<file path="config.mk">
export PLATFORM = sky130hd
export DESIGN_NAME = int_to_fp
export DESIGN_NICKNAME = d
export VERILOG_FILES = /design/src/rtl/fp_pkg.sv /design/src/rtl/fp_round_rne.sv /design/src/rtl/int_to_fp.sv
export SDC_FILE = /design/constraint.sdc
export NUM_CORES = 1
export LEC_CHECK = 0
export CAP_MARGIN = 40
export CORE_AREA = 2 2 97 89
export CTS_BUF_LIST = sky130_fd_sc_hd__clkbuf_8
export CTS_CLUSTER_DIAMETER = 150
export DETAILED_ROUTE_END_ITERATION = 16
export DIE_AREA = 0 0 99 91
export PLACE_DENSITY_LB_ADDON = 0.15
export SYNTH_ARGS = -nofsm -noshare
export SYNTH_HDL_FRONTEND = slang
export SYNTH_SLANG_ARGS = --single-unit
</file>
<file path="constraint.sdc">
create_clock -name clock -period 6.8 [get_ports clock]
set_clock_uncertainty 0.2 [all_clocks]
set_input_delay 1.7 -clock clock [delete_from_list [all_inputs] [get_ports clock]]
set_output_delay 1.7 -clock clock [all_outputs]
set_load 0.02 [all_outputs]
</file>
<file path="src/rtl/fp_pkg.sv">
// Shared single-precision field constants and converter FSM states.
// Also used by the FP adder and the CNN accumulation blocks.
package fp_pkg;

  localparam int unsigned FP_BIAS  = 127;
  localparam int unsigned FP_EXP_W = 8;
  localparam int unsigned FP_MAN_W = 23;

  typedef enum logic [1:0] {
    IDLE,
    NORM,
    ROUND,
    DONE
  } fp_state_e;

endpackage

</file>
<file path="src/rtl/fp_round_rne.sv">
// Round-to-nearest-even of a normalized 24-bit significand window.
// The fraction carry-out bumps the exponent; the fraction itself wraps to zero.
module fp_round_rne
  import fp_pkg::*;
(
  input  logic [FP_MAN_W:0]   sig,
  input  logic                guard,
  input  logic                sticky,
  input  logic [FP_EXP_W-1:0] exp_in,
  output logic [FP_MAN_W-1:0] frac,
  output logic [FP_EXP_W-1:0] exp_out
);

  logic            round_up;
  logic [FP_MAN_W:0] sum;

  always_comb begin
    // An unnormalized window (hidden bit clear) is never rounded.
    round_up = sig[FP_MAN_W] & guard & (sticky | sig[0]);
    sum      = {1'b0, sig[FP_MAN_W-1:0]} + {{FP_MAN_W{1'b0}}, round_up};
    frac     = sum[FP_MAN_W-1:0];
    exp_out  = exp_in + {{(FP_EXP_W-1){1'b0}}, sum[FP_MAN_W]};
  end

endmodule

</file>
<file path="src/rtl/int_to_fp.sv">
// Signed integer to IEEE-754 single precision fields, normalizing one bit per clock
// and rounding to nearest even. Valid/ready on both sides, one conversion in flight.
module int_to_fp
  import fp_pkg::*;
#(
  parameter int unsigned INT_W = 32
) (
  input  logic                clock,
  input  logic                reset_n,
  input  logic                in_valid,
  output logic                in_ready,
  input  logic [INT_W-1:0]    in_int,
  output logic                out_valid,
  input  logic                out_ready,
  output logic                sign,
  output logic [FP_EXP_W-1:0] exponent,
  output logic [FP_MAN_W-1:0] mantissa
);

  localparam logic [FP_EXP_W-1:0] ExpInit    = FP_EXP_W'(FP_BIAS + INT_W - 1);
  // Bits below the guard position feed the sticky bit; empty when INT_W is 25.
  localparam logic [INT_W-1:0]    StickyMask = {INT_W{1'b1}} >> 25;

  fp_state_e             state_q, state_d;
  logic [INT_W-1:0]      mag_q, mag_d;
  logic [FP_EXP_W-1:0]   e_q, e_d;
  logic                  s_q, s_d;
  logic                  sign_q, sign_d;
  logic [FP_EXP_W-1:0]   exp_q, exp_d;
  logic [FP_MAN_W-1:0]   man_q, man_d;

  logic [INT_W-1:0]      in_mag;
  logic [FP_MAN_W-1:0]   rnd_frac;
  logic [FP_EXP_W-1:0]   rnd_exp;

  // Most negative input negates to itself, which is the correct unsigned magnitude.
  assign in_mag = in_int[INT_W-1] ? (INT_W'(0) - in_int) : in_int;

  fp_round_rne u_round (
    .sig     (mag_q[INT_W-1 -: FP_MAN_W+1]),
    .guard   (mag_q[INT_W-25]),
    .sticky  (|(mag_q & StickyMask)),
    .exp_in  (e_q),
    .frac    (rnd_frac),
    .exp_out (rnd_exp)
  );

  always_comb begin
    state_d = state_q;
    mag_d   = mag_q;
    e_d     = e_q;
    s_d     = s_q;
    sign_d  = sign_q;
    exp_d   = exp_q;
    man_d   = man_q;
    unique case (state_q)
      IDLE: begin
        if (in_valid) begin
          s_d     = in_int[INT_W-1];
          mag_d   = in_mag;
          e_d     = ExpInit;
          state_d = NORM;
        end
      end
      NORM: begin
        if (mag_q == '0) begin
          sign_d  = 1'b0;
          exp_d   = '0;
          man_d   = '0;
          state_d = DONE;
        end else if (!mag_q[INT_W-1]) begin
          mag_d = mag_q << 1;
          e_d   = e_q - FP_EXP_W'(1);
        end else begin
          state_d = ROUND;
        end
      end
      ROUND: begin
        sign_d  = s_q;
        exp_d   = rnd_exp;
        man_d   = rnd_frac;
        state_d = DONE;
      end
      DONE: begin
        if (out_ready) state_d = IDLE;
      end
      default: state_d = IDLE;
    endcase
  end

  always_ff @(posedge clock or negedge reset_n) begin
    if (!reset_n) begin
      state_q <= IDLE;
      mag_q   <= '0;
      e_q     <= '0;
      s_q     <= 1'b0;
      sign_q  <= 1'b0;
      exp_q   <= '0;
      man_q   <= '0;
    end else begin
      state_q <= state_d;
      mag_q   <= mag_d;
      e_q     <= e_d;
      s_q     <= s_d;
      sign_q  <= sign_d;
      exp_q   <= exp_d;
      man_q   <= man_d;
    end
  end

  assign in_ready  = (state_q == IDLE);
  assign out_valid = (state_q == DONE);
  assign sign      = sign_q;
  assign exponent  = exp_q;
  assign mantissa  = man_q;

endmodule

</file>
==> flow_summary.toml <==
[min_path]
hp-start = "mantissa[15]$_DFFE_PN0P_"
worstHoldPathCells = 2
hold_end = "mantissa[15]$_DFFE_PN0P_"
hp-class = "register to register"

[critical_path]
start_kind = "input port"
worstPathMaxFanout = 7
worst-r2r-cell-count = 6
rrSetupSlack_ns = 3.48
cp.required_ns = 6.82
r2r_end = "mag_q[25]$_DFFE_PN0P_"
cp.arrival_ns = 4.28
cp-end-kind = "register"
r2r-start = "state_q[1]$_DFFE_PN0P_"
critPathKind = "input port to register"

[finish]
final_common_cell = "dfrtp_1"
fin_cells = 679
area_growth_syn_to_layout_pct = 19.3
layout_common_cells = "dfrtp_1, clkdlybuf4s50_1, nand2_1, o21ai_0, inv_1"
diodes = 0
nets = 620
final_layout_size_suffix_gt1_frac = 0.0638

[synth]
synth_mux_area_frac = 0.0430
synth.avg_cell_area_um2 = 9.04
synth-simple-area-share = 0.204
synth_top_family_by_area = "simple AND/OR/NAND/NOR gates"
synth.distinct_cells = 50
ys_warn_count = 0
synth_area_mm2 = 0.00469
synth_nets = 564
synth_top_flop_cell = "dfrtp_1"
synthCells = 519
yosysSeqAreaShare = 0.400
synth-seq-cells = 75
synth-xor-area-share = 0.0971
synth_compound_area_frac = 0.185
synth_edf_count = 0
yosys.area_share.adder = 0.0240
ys_async_sr_fraction = 1.00

[global_route]
grt_first_pass_wirelength_um = 19400
grt_antenna_before_repair = 0
grt_overflow_total = 0
grt_usage = 0.266
first_global_vias = 3955
grt_max_degree = 43

[route]
via_count = 4298
wl_um = 11900
drt-wirelength-per-cell_um = 17.5
postRouteAntennaNets = 0
firstDrtPassIters = 6
drc_errors = 0
drt_iter0_markers = 316
viasPerCell = 6.33

[place]
post-place-cells = 663
port_buffers = 69
place.gp.congestion = 0.904
dpl.hpwl_um = 8930
dp_slack_ns = 2.21

[cts]
numCtsBuffers = 9
cts_root_buffer = "clkbuf_8"
clk_pin_slew_ns = 0.07
ctsResizeCount = 0
cts_max_level = 3
cts.sinks = 75
clk_latency_ns = 0.34
cts_buffer_depth = 2
cts_tree = "built"
cts_hold_buf = 0
postCtsSetupBuffers = 0

[sta]
finalSetupTns_ns = 0
rsz0062_at_grt = "false"
hold_violations = 0
whs_ns = 0.279
finalMaxSlewViolations = 0
tightest_slew_ns = 0.910
fmax_ghz = 0.235
fin_crit_ns = 4.26
setup_viol_count_final = 0
fin_ws_ns = 2.54
relSlewSlack = 0.393
fin_crit_sh = 0.626

[pwr]
ir_drop_uv = 146
pwr_density_cell_mw_per_mm2 = 392
power_mw = 2.19
p_leak_nw = 2.26

[floorplanning]
io_pins = 70
fp.dieH_um = 91
die-area_mm2 = 0.00901
start_util = 0.590
die_w_um = 99
std_cell_rows = 31
core_region_area_mm2 = 0.00795

[flow_run]
drv_cap = 0

[run_status]
status = "finished clean"
[layout make-up]
class	count	area, um2
multi-input combinational	389	2590
fill	649	2360
sequential	75	1880
timing repair buffer	76	754
clock buffer	9	124
tap	99	124
inverter	24	90.1
clock inverter	7	30.0
[synth_stat cells, types with 5 or more instances]
| cell | n | area share |
|---|---|---|
| and2_1 | 5 | 0.0067 |
| ha_1 | 9 | 0.024 |
| nand4_1 | 7 | 0.0093 |
| clkbuf_1 | 26 | 0.021 |
| o21ai_0 | 40 | 0.043 |
| or4_1 | 5 | 0.0080 |
| a222oi_1 | 8 | 0.017 |
| mux2i_1 | 10 | 0.021 |
| o31ai_1 | 19 | 0.030 |
| and3_1 | 6 | 0.0080 |
| xnor2_1 | 25 | 0.047 |
| mux2_2 | 9 | 0.022 |
| a22o_1 | 6 | 0.011 |
| nor4_1 | 16 | 0.021 |
| nor3_1 | 14 | 0.015 |
| nand2b_1 | 5 | 0.0067 |
| a221o_1 | 7 | 0.015 |
| or3_1 | 9 | 0.012 |
| dfrtp_1 | 75 | 0.40 |
| inv_1 | 24 | 0.019 |
| a21oi_1 | 17 | 0.018 |
| o41ai_1 | 9 | 0.017 |
| nand2_1 | 58 | 0.046 |
| nand3_1 | 14 | 0.015 |
| xor2_1 | 27 | 0.050 |
| nor2_1 | 26 | 0.021 |
[worst max path at each step]
stage,start,end,slack [ns],cells after the start
global route,in_int[1],mag_q[30]$_DFFE_PN0P_,2.34,8
detailed placement,in_int[1],mag_q[30]$_DFFE_PN0P_,2.21,8
CTS,in_int[1],mag_q[30]$_DFFE_PN0P_,2.53,8
global placement,in_int[0],mag_q[30]$_DFFE_PN0P_,2.41,8
floorplan,in_int[10],mag_q[27]$_DFFE_PN0P_,3.05,6
finish,in_int[1],mag_q[30]$_DFFE_PN0P_,2.54,8
[cells by family (layout without fill, tap and decap cells)]
group,Yosys count,count (layout)
AO/OA/AOI/OAI,125,125
XOR/XNOR,52,52
adder cells (fa/ha/maj),9,9
buffers and inverters,55,116
flip-flops,75,75
multiplexers,19,19
AND/OR/NAND/NOR,184,184
[metrics by stage]
step / util / area [um2]
final: 0.703 / 5590
after global routing: 0.703 / 5590
after CTS: 0.703 / 5590
after detailed placement: 0.684 / 5440
after global placement: 0.678 / 5390
after floorplan: - / 4690
[registers in the layout (all words and copies together), names as in the netlist]
signal,cells
mantissa,23
e_q,8
sign,1
exponent,8
mag_q,32
state_q,2
s_q,1
[power breakdown]
group / total (mW) / internal (mW) / switching, mW
Sequential: 0.829 / 0.630 / 0.200
Clock: 0.278 / 0.125 / 0.152
Combinational: 1.09 / 0.475 / 0.611
[worst max-delay path, cell delays in order]
cell             delay, ns
clkdlybuf4s50_1       0.47
inv_1                 0.09
ha_1                  0.21
nor3b_1               0.57
nand2_1               0.31
o41ai_1               0.51
xor2_1                0.14
a222oi_1              0.26
[layer usage]
layer | track usage | share of wire
met5 | 0 | 0
met3 | 0.0331 | 0.070
met2 | 0.418 | 0.47
met4 | 0.0833 | 0.014
met1 | 0.384 | 0.45
(Power assumes the default switching activity.)
